## config.mk

```make
export PLATFORM = sky130hd
export DESIGN_NAME = adc_autorange_ctrl
export DESIGN_NICKNAME = d
export VERILOG_FILES = /design/src/rtl/adc_autorange_ctrl_pkg.sv /design/src/rtl/adc_autorange_chan.sv /design/src/rtl/adc_autorange_ctrl.sv
export SDC_FILE = /design/constraint.sdc
export NUM_CORES = 1
export LEC_CHECK = 0
export BUFFER_PORTS_ARGS = -buffer_cell sky130_fd_sc_hd__clkbuf_2
export CAP_MARGIN = 20
export CORE_ASPECT_RATIO = 0.7
export CORE_MARGIN = 3
export CORE_UTILIZATION = 50
export DETAILED_ROUTE_END_ITERATION = 10
export PLACE_DENSITY = 0.72
export SLEW_MARGIN = 20
export SYNTH_ARGS = -nofsm -noshare
export SYNTH_HDL_FRONTEND = slang
export SYNTH_SLANG_ARGS = --single-unit
```

## constraint.sdc

```tcl
create_clock -name clk_in -period 3.1 [get_ports clk_in]
set_clock_uncertainty 0.15 [all_clocks]
set_input_delay 0.155 -clock clk_in [delete_from_list [all_inputs] [get_ports clk_in]]
set_output_delay 0.155 -clock clk_in [all_outputs]
set_load 0.02 [all_outputs]
```

## src/rtl/adc_autorange_ctrl_pkg.sv

```systemverilog
// Shared definitions for the two-channel ADC autoranging gain scheduler:
// gain codes, channel FSM state encoding and the saturating magnitude helper.
package adc_autorange_ctrl_pkg;

    localparam logic [1:0] GAIN_X1  = 2'b00;
    localparam logic [1:0] GAIN_X10 = 2'b01;

    typedef enum logic [1:0] {
        ST_SETTLE = 2'd0,
        ST_TRACK  = 2'd1,
        ST_MANUAL = 2'd2
    } state_t;

    // |s| for a w-bit two's complement value held sign-extended in s; the most
    // negative value saturates to the most positive so the result fits w bits.
    function automatic logic [31:0] sat_abs(input logic signed [31:0] s,
                                            input int unsigned w);
        logic signed [31:0] most_neg;
        most_neg = -(32'sd1 <<< (w - 1));
        if (s == most_neg)
            return (32'd1 << (w - 1)) - 32'd1;
        else if (s < 0)
            return $unsigned(-s);
        else
            return $unsigned(s);
    endfunction

endpackage

```

## src/rtl/adc_autorange_chan.sv

```systemverilog
// One autoranging channel: SETTLE/TRACK/MANUAL FSM with overrange, dwell and
// settle counters. All outputs are registered.
module adc_autorange_chan
    import adc_autorange_ctrl_pkg::*;
#(
    parameter int              DATA_W     = 16,
    parameter logic [DATA_W-1:0] HI_THRESH = 16'd29000,
    parameter logic [DATA_W-1:0] LO_THRESH = 16'd2600,
    parameter logic [3:0]      OVR_CNT    = 4'd1,
    parameter logic [15:0]     DWELL_CNT  = 16'd1000,
    parameter logic [15:0]     SETTLE_CYC = 16'd200
) (
    input  logic              clk,
    input  logic              rst_n,
    input  logic              auto_en,
    input  logic [1:0]        man_gain,
    input  logic [DATA_W-1:0] adc,
    input  logic              adc_valid,
    input  logic              ovr_clr,
    output logic [1:0]        gain,
    output logic              settling,
    output logic              range_evt,
    output logic              ovr_sticky
);

    // adc_valid is a one-cycle qualifier on adc; there is no backpressure, a
    // sample not consumed in its strobe cycle is simply lost.
    state_t      state_q, state_d;
    logic [1:0]  gain_q, gain_d;
    logic        settling_q, settling_d;
    logic        evt_q, evt_d;
    logic        sticky_q, sticky_d;
    logic [15:0] settle_cnt_q, settle_cnt_d;
    logic [3:0]  ovr_cnt_q, ovr_cnt_d;
    logic [15:0] dwell_cnt_q, dwell_cnt_d;
    logic        restart;

    logic [DATA_W-1:0] mag;
    logic              is_over;
    logic              is_under;

    assign mag      = DATA_W'(sat_abs(32'(signed'(adc)), DATA_W));
    assign is_over  = (mag >= HI_THRESH);
    assign is_under = (mag < LO_THRESH);

    always_comb begin
        state_d      = state_q;
        gain_d       = gain_q;
        settling_d   = settling_q;
        evt_d        = 1'b0;
        settle_cnt_d = settle_cnt_q;
        ovr_cnt_d    = ovr_cnt_q;
        dwell_cnt_d  = dwell_cnt_q;
        restart      = 1'b0;
        sticky_d     = (adc_valid && is_over && (gain_q == GAIN_X10)) ||
                       (sticky_q && !ovr_clr);

        unique case (state_q)
            ST_SETTLE: begin
                ovr_cnt_d   = '0;
                dwell_cnt_d = '0;
                if (!auto_en && (man_gain != gain_q)) begin
                    gain_d  = man_gain;
                    restart = 1'b1;
                end else if (settle_cnt_q <= 16'd1) begin
                    settling_d = 1'b0;
                    state_d    = auto_en ? ST_TRACK : ST_MANUAL;
                end else begin
                    settle_cnt_d = settle_cnt_q - 16'd1;
                end
            end
            ST_TRACK: begin
                if (!auto_en) begin
                    ovr_cnt_d   = '0;
                    dwell_cnt_d = '0;
                    if (man_gain != gain_q) begin
                        gain_d  = man_gain;
                        restart = 1'b1;
                    end else begin
                        state_d = ST_MANUAL;
                    end
                end else if (gain_q[1]) begin
                    // Manual codes 10/11 carried into auto mode are not auto codes.
                    gain_d  = GAIN_X1;
                    restart = 1'b1;
                end else if (adc_valid) begin
                    if (gain_q[0]) begin
                        if (!is_over) begin
                            ovr_cnt_d = '0;
                        end else if (ovr_cnt_q >= OVR_CNT - 4'd1) begin
                            gain_d  = GAIN_X1;
                            evt_d   = 1'b1;
                            restart = 1'b1;
                        end else begin
                            ovr_cnt_d = ovr_cnt_q + 4'd1;
                        end
                    end else begin
                        if (!is_under) begin
                            dwell_cnt_d = '0;
                        end else if (dwell_cnt_q >= DWELL_CNT - 16'd1) begin
                            gain_d  = GAIN_X10;
                            evt_d   = 1'b1;
                            restart = 1'b1;
                        end else if (dwell_cnt_q != 16'hffff) begin
                            dwell_cnt_d = dwell_cnt_q + 16'd1;
                        end
                    end
                end
            end
            ST_MANUAL: begin
                ovr_cnt_d   = '0;
                dwell_cnt_d = '0;
                if (auto_en) begin
                    state_d = ST_TRACK;
                end else if (man_gain != gain_q) begin
                    gain_d  = man_gain;
                    restart = 1'b1;
                end
            end
            default: begin
                state_d = ST_SETTLE;
                restart = 1'b1;
            end
        endcase

        if (restart) begin
            state_d      = ST_SETTLE;
            settling_d   = 1'b1;
            settle_cnt_d = SETTLE_CYC;
            ovr_cnt_d    = '0;
            dwell_cnt_d  = '0;
        end
    end

    always_ff @(posedge clk or negedge rst_n) begin
        if (!rst_n) begin
            state_q      <= ST_SETTLE;
            gain_q       <= GAIN_X1;
            settling_q   <= 1'b1;
            evt_q        <= 1'b0;
            sticky_q     <= 1'b0;
            settle_cnt_q <= SETTLE_CYC;
            ovr_cnt_q    <= '0;
            dwell_cnt_q  <= '0;
        end else begin
            state_q      <= state_d;
            gain_q       <= gain_d;
            settling_q   <= settling_d;
            evt_q        <= evt_d;
            sticky_q     <= sticky_d;
            settle_cnt_q <= settle_cnt_d;
            ovr_cnt_q    <= ovr_cnt_d;
            dwell_cnt_q  <= dwell_cnt_d;
        end
    end

    assign gain       = gain_q;
    assign settling   = settling_q;
    assign range_evt  = evt_q;
    assign ovr_sticky = sticky_q;

endmodule

```

## src/rtl/adc_autorange_ctrl.sv

```systemverilog
// Two-channel autoranging gain scheduler for the ADC analog front end; each
// channel runs its own independent adc_autorange_chan instance.
module adc_autorange_ctrl
    import adc_autorange_ctrl_pkg::*;
#(
    parameter int                DATA_W     = 16,
    parameter logic [DATA_W-1:0] HI_THRESH  = 16'd29000,
    parameter logic [DATA_W-1:0] LO_THRESH  = 16'd2600,
    parameter logic [3:0]        OVR_CNT    = 4'd1,
    parameter logic [15:0]       DWELL_CNT  = 16'd1000,
    parameter logic [15:0]       SETTLE_CYC = 16'd200
) (
    input  logic              clk_in,
    input  logic              rst_n_in,
    input  logic [1:0]        auto_en_in,
    input  logic [1:0]        man_gain0_in,
    input  logic [1:0]        man_gain1_in,
    input  logic [DATA_W-1:0] adc0_in,
    input  logic              adc0_valid_in,
    input  logic [DATA_W-1:0] adc1_in,
    input  logic              adc1_valid_in,
    input  logic [1:0]        ovr_clr_in,
    output logic [1:0]        gain0_out,
    output logic [1:0]        gain1_out,
    output logic [1:0]        settling_out,
    output logic [1:0]        range_evt_out,
    output logic [1:0]        ovr_sticky_out
);

    adc_autorange_chan #(
        .DATA_W(DATA_W), .HI_THRESH(HI_THRESH), .LO_THRESH(LO_THRESH),
        .OVR_CNT(OVR_CNT), .DWELL_CNT(DWELL_CNT), .SETTLE_CYC(SETTLE_CYC)
    ) u_chan0 (
        .clk        (clk_in),
        .rst_n      (rst_n_in),
        .auto_en    (auto_en_in[0]),
        .man_gain   (man_gain0_in),
        .adc        (adc0_in),
        .adc_valid  (adc0_valid_in),
        .ovr_clr    (ovr_clr_in[0]),
        .gain       (gain0_out),
        .settling   (settling_out[0]),
        .range_evt  (range_evt_out[0]),
        .ovr_sticky (ovr_sticky_out[0])
    );

    adc_autorange_chan #(
        .DATA_W(DATA_W), .HI_THRESH(HI_THRESH), .LO_THRESH(LO_THRESH),
        .OVR_CNT(OVR_CNT), .DWELL_CNT(DWELL_CNT), .SETTLE_CYC(SETTLE_CYC)
    ) u_chan1 (
        .clk        (clk_in),
        .rst_n      (rst_n_in),
        .auto_en    (auto_en_in[1]),
        .man_gain   (man_gain1_in),
        .adc        (adc1_in),
        .adc_valid  (adc1_valid_in),
        .ovr_clr    (ovr_clr_in[1]),
        .gain       (gain1_out),
        .settling   (settling_out[1]),
        .range_evt  (range_evt_out[1]),
        .ovr_sticky (ovr_sticky_out[1])
    );

endmodule
```

# After elaboration in Yosys (flattened, before gate mapping)
# Index checks and enable logic that the tools add are counted.
# classes
reduce_logical	40
mux	124
add_sub_neg	8
n_eq_ne	46
order_cmp	12
# op_table
op	count
16-bit two-way mux	28
2-bit two-way mux	32
16-bit case mux with 2 select lines	2
4-bit two-way mux	14
1-bit two-way mux	40
16-bit by 1-bit adder with 16-bit output, second input constant	2
16-bit equality test, second input constant	2
16-bit by 10-bit >= comparator with 1-bit output, second input constant	2
16-bit by 15-bit >= comparator with 1-bit output, second input constant	2
16-bit by 1-bit less-or-equal comparator with 1-bit output, second input constant	2
16-bit by 1-bit less-than comparator with 1-bit output, second input constant	2
16-bit by 12-bit less-than comparator with 1-bit output, second input constant	2
16-bit != test, second input constant	2
16-bit negation	2
16-bit by 1-bit subtractor with 16-bit output, second input constant	2
5-bit by 4-bit != test with 1-bit output, second input constant	6
3-bit by 2-bit != test with 1-bit output, second input constant	8
2-bit case mux with 3 select lines	4
5-bit AND reduction	4
3-bit AND reduction	6
4-bit by 3-bit != test with 1-bit output, second input constant	4
4-bit != test, second input constant	4
4-bit case mux with 2 select lines	2
2-bit by 1-bit != test with 1-bit output, second input constant	6
other kinds (18)	50
# word_totals
wordCells	248
regBits	86
input_bits	44
out_inout_bits	10

# Logic depth before layout (Yosys ltp)
# depth
depth_word	12
mapped_depth	13
ltp_nobuf	10

# Cells and area by module
# A second synthesis with hierarchy kept.
# unflattened
cells_unflattened	713
area_unflattened_um2	6102.1
# by_module_without_submodules
module	area_each_um2	n_inst	seq_area_each_um2	cells_per_inst
adc_autorange_chan (u_chan1)	3066.7	1	980.9	359
adc_autorange_chan (u_chan0)	3035.4	1	980.9	354

# Least setup slack after synthesis
# OpenSTA, ideal clock, no wires.
# synth_timing
path_type	input -> register
from	input port adc1_in[0]
to	register u_chan1.dwell_cnt_q[5]
setup_slack_ps	8
cell_stages	12
path_buffers	2
arrival_time_ps	2864
required_time_ps	2873
setup_ps	77
path_cell_list	inv_1 ha_1 or3b_1 buf_2 o41ai_1 xor2_1 o22a_1 a311o_1 or2_1 buf_2 or3b_1 a21oi_1
# synth_via
elab_chain_len	12
word_cells_on_any_way	28
cone_classes	add/sub (1); order compare (3); eq/ne (6); mux (16); reduce/logical (2)
# synth_lines
item	line_no	text
from (decl)	adc_autorange_ctrl.sv:20	input logic [DATA_W-1:0] adc1_in,
16-bit negation or 16-bit by 1-bit less-than comparator with 1-bit output (tied branches)	adc_autorange_ctrl_pkg.sv:23, adc_autorange_ctrl_pkg.sv:22	
16-bit two-way mux	adc_autorange_ctrl_pkg.sv:22	else if (s < 0)
16-bit two-way mux (*)	adc_autorange_ctrl_pkg.sv:20	if (s == most_neg)
16-bit by 12-bit less-than comparator with 1-bit output or 16-bit by 15-bit >= comparator with 1-bit output (tied branches)	adc_autorange_chan.sv:44, adc_autorange_chan.sv:43	
1-bit two-way mux (on tied branches)	adc_autorange_chan.sv:98, adc_autorange_chan.sv:88	
1-bit two-way mux	adc_autorange_chan.sv:87	if (gain_q[0]) begin
1-bit two-way mux	adc_autorange_chan.sv:86	end else if (adc_valid) begin
1-bit two-way mux	adc_autorange_chan.sv:82	end else if (gain_q[1]) begin
1-bit two-way mux	adc_autorange_chan.sv:73	if (!auto_en) begin
1-bit case mux with 3 select lines	adc_autorange_chan.sv:58	unique case (state_q)
5-bit by 4-bit != test with 1-bit output (no line) (tied with other cells)	n/a	
6-bit AND reduction (no line)	n/a	
to (signal assigned)	adc_autorange_chan.sv:153	dwell_cnt_q <= dwell_cnt_d;
to (decl)	adc_autorange_chan.sv:35	logic [15:0] dwell_cnt_q, dwell_cnt_d;
# Mark *: on every way between the ends. The rest lies on a longest branch, timed or not. The select of a mux whose other input is x is not followed.
# A chain may end at the register's enable or synchronous reset.

# Worst setup path in the final report
# layout_timing
from	register u_chan0.dwell_cnt_q[0]
to	register u_chan0.dwell_cnt_q[13]
# layout_via
elab_chain_len	10
word_cells_on_any_way	26
cone_classes	add/sub (1); order compare (1); eq/ne (6); mux (16); reduce/logical (2)
# layout_lines
item	line_no
from (decl)	adc_autorange_chan.sv:35
from (signal assigned)	adc_autorange_chan.sv:153
16-bit by 10-bit >= comparator with 1-bit output or 16-bit by 1-bit adder with 16-bit output (tied branches)	adc_autorange_chan.sv:100, adc_autorange_chan.sv:105
1-bit two-way mux or 16-bit two-way mux (tied branches)	adc_autorange_chan.sv:100, adc_autorange_chan.sv:104
1-bit two-way mux or 16-bit two-way mux (tied branches)	adc_autorange_chan.sv:98, adc_autorange_chan.sv:100
1-bit two-way mux or 16-bit two-way mux (tied branches)	adc_autorange_chan.sv:87, adc_autorange_chan.sv:98
1-bit two-way mux or 16-bit two-way mux (tied branches)	adc_autorange_chan.sv:86, adc_autorange_chan.sv:87
1-bit two-way mux or 16-bit two-way mux (tied branches)	adc_autorange_chan.sv:82, adc_autorange_chan.sv:86
1-bit two-way mux or 16-bit two-way mux (tied branches)	adc_autorange_chan.sv:73, adc_autorange_chan.sv:82
1-bit case mux with 3 select lines or 16-bit two-way mux (tied branches)	adc_autorange_chan.sv:58, adc_autorange_chan.sv:73
5-bit by 4-bit != test with 1-bit output (no line) (tied with other cells)	n/a
6-bit AND reduction (no line) or 16-bit two-way mux (tied branches)	n/a
# Parallel ways exist; a longest one is shown, timed or not. The select of a mux whose other input is x is not followed.

==> flow_summary_export.csv <==
group,metric,value,unit
setup_path,r2r_cells,8,
setup_path,cp_max_fo,10,
floorplanning,dieArea,13100,um^2
timing,maxSlewHeadroom,0.345,
timing,drv_slew,0,
clock_tree,clkLatencyLatePin,340,ps
placed_design,gp_congestion,0.865,
yosys,synthCells,712,
timing,period_share,0.945,
placed_design,port-buffer-count,53,
timing,setup_viol,0,
timing,hold_viol,0,
yosys,synth-seq-area-share,0.334,
detailed_routing,drc,0,
power_and_ir_drop,p_comb_frac,0.403,
placed_design,dp_cells,942,
yosys,ys_async_sr_fraction,1.00,
yosys,synth-edff-count,0,
finish,final-seq-area,1960,um^2
worst_hold_path,worstHoldStart,"man_gain0_in[0]",
global_routing,antenna_found_initial,0,
global_routing,grt_pass1_vias,5405,
setup_path,crit_type,"reg2reg",
global_routing,grt-ovfl-total,0,
yosys,ys_types,82,
worst_hold_path,min_path_type,"in2reg",
yosys,yosys_warnings,0,
detailed_routing,firstDrtPassIters,5,
flow_run,cap_violations,0,
detailed_routing,num_vias,5794,
setup_path,required,3210,ps
setup_path,critPathLaunchType,"register",
finish,postLayoutCellArea,7020,um^2
floorplanning,initial_core_util,0.522,
finish,fin_nets,871,
power_and_ir_drop,p_int,2.47,mW
worst_hold_path,hold_path_depth,3,
clock_tree,cts_tree,"built",
setup_path,endpoint_kind,"register",
clock_tree,post-cts-setup-buffers,0,
yosys,yosysMostFrequentCell,"nor2_1",
power_and_ir_drop,power.leakage,3.03,nW
clock_tree,clock-sinks,78,
setup_path,rr_startpoint,"u_chan0.dwell_cnt_q[0]",
clock_tree,cts_root_buffer,"clkbuf_16",
yosys,yosys-top-cells-area,"dfrtp_1 30%, nor2_1 5.4%, a21oi_1 3.9%",
detailed_routing,antenna_left,0,
detailed_routing,viasPerCell,5.99,
power_and_ir_drop,p_seq_frac,0.332,
finish,insertedDiodeCount,0,
yosys,synth_ff_type,"dfrtp_1",
timing,fin_tns_setup,0,ps
timing,period_minus_slack,2930,ps
timing,rsz0062_at_grt,"no",
detailed_routing,drt_iter0_markers,488,
yosys,synthTopCellsByCount,"85 x nor2_1, 70 x dfrtp_1, 53 x nand2_1, 46 x a21oi_1, 43 x o21ai_0",
yosys,synth.avg_cell_area,8.25,um^2
setup_path,reg2reg_slack,170,ps
finish,multiInputGateArea,3640,um^2
clock_tree,htree_levels,3,
clock_tree,clkSlewWorstSetupHoldPaths,60,ps
clock_tree,numCtsBuffers,9,
finish,fin_util,0.624,
yosys,syn_nets,774,
setup_path,crit_arrival,3040,ps
yosys,yosysTopAreaCell,"dfrtp_1",
clock_tree,clk_path_buf_depth,2,
timing,layout_setup_ws,169,ps
floorplanning,core,11300,um^2
placed_design,place_area,6620,um^2
floorplanning,io_pins,54,
yosys,synth_top_cell_area_share,0.298,
detailed_routing,routed_wl,14.5,mm
finish,area_growth,19.4,%
finish,final_layout_size_suffix_gt1_frac,0.208,
timing,worst_pin_slew,982,ps
power_and_ir_drop,sw_frac_of_total,0.387,
finish,fill_cells,984,
worst_hold_path,min_to,"u_chan0.gain[0]",
power_and_ir_drop,power.density,575,nW/um^2
placed_design,dp_slack,-160,ps
yosys,ys_ff_latch,78,
power_and_ir_drop,ir_drop,453,uV
floorplanning,die_w,136,um
timing,whs,70.4,ps
setup_path,r2r_end,"u_chan0.dwell_cnt_q[13]",
power_and_ir_drop,p_clk_frac,0.264,
yosys,syn_area,5880,um^2
power_and_ir_drop,power,4.04,mW
floorplanning,die_h,96.7,um
global_routing,grt_start_max_net_pins,79,
power_and_ir_drop,switchingPower,1.56,mW
global_routing,grt_usage,0.223,
detailed_routing,avgRoutedWirePerCell,15.0,um
global_routing,grt_first_pass_wirelength,24.9,mm
run_status,status,"finished, final reports clean",
finish,stdcell_count,967,
floorplanning,fp-row-count,32,
placed_design,hpwl,10.4,mm
timing,fmax,341,MHz
-- cells by family after synthesis --
logic type	Yosys count	synth area share
AOI/OAI and AO/OA	168	0.192
xor gates and xnor gates	35	0.0554
adders and majority gates	18	0.0383
buffers and inverters	61	0.0481
DFF	78	0.334
muxes	6	0.0106
and+or+nand+nor	346	0.322
-- placed cells by master, fill, tap and decap left out, types with 21 or more instances in the layout --
cell	count
clkbuf_2	52
nor3_1	30
nand3_1	31
nand2_1	53
dfrtp_1	70
inv_1	22
buf_4	63
o21ai_0	43
nor2_1	85
or3_1	21
a21oi_1	46
-- timing repair --
action,CTS,global route
gates resized for setup,0,3
setup endpoints to repair,0,12
endpoints found under the hold margin,77,0
hold buffers,9,0
-- flip-flops by register name (all words and copies together) (netlist names), 2 cells and up --
name and flops:
u_chan0.settle_cnt_q 16, u_chan1.settle_cnt_q 16, u_chan0.dwell_cnt_q 16, u_chan1.gain 2
u_chan0.gain 2, u_chan1.state_q 2, u_chan0.state_q 2, u_chan1.dwell_cnt_q 16
-- layout make-up --
class	instances	share of cell area
clock buffer	9	0.0321
clock inverter	7	0.0103
inverter	22	0.0118
multi-input combinational	573	0.519
sequential	78	0.280
tap	153	0.0273
timing repair buffer	125	0.120
-- power groups by stage --
stage / Clock [mW] / Sequential (mW) / Combinational (mW)
2_1_floorplan: 0 / 1.33 / 1.10
3_3_place_gp: 0 / 1.34 / 1.54
3_5_place_dp: 0 / 1.35 / 1.61
4_1_cts: 1.08 / 1.33 / 1.63
5_1_grt: 1.12 / 1.36 / 1.84
6_report: 1.07 / 1.34 / 1.63
-- worst max-delay path, cell delays in order, from the launching register on --
cell       delay [ps]
dfrtp_1           420
ha_1              250
a211o_1           310
a2111oi_2         360
buf_4             200
a31oi_1            80
or3_4             400
or4_1             510
a31oi_1           170
-- layer usage --
layer	up-vias	global-route usage	share of wire
met1	2797	0.318	0.48
met5	-	0	0
met2	166	0.355	0.46
met4	0	0.0403	0.0087
met3	13	0.0473	0.054
li1	2818	-	-
-- worst max-delay path by stage --
stage | startpoint | endpoint | slack (ps) | cells after the start
global placement | adc1_in[7] | u_chan1.dwell_cnt_q[11] | -60 | 10
global route | u_chan0.dwell_cnt_q[0] | u_chan0.dwell_cnt_q[15] | 10 | 9
floorplan | adc1_in[0] | u_chan1.dwell_cnt_q[5] | 8 | 12
detailed placement | adc1_in[0] | u_chan1.dwell_cnt_q[5] | -160 | 13
finish | u_chan0.dwell_cnt_q[0] | u_chan0.dwell_cnt_q[13] | 170 | 8
CTS | u_chan0.dwell_cnt_q[0] | u_chan0.dwell_cnt_q[13] | 120 | 8
Power figures use the tool's default switching activity.
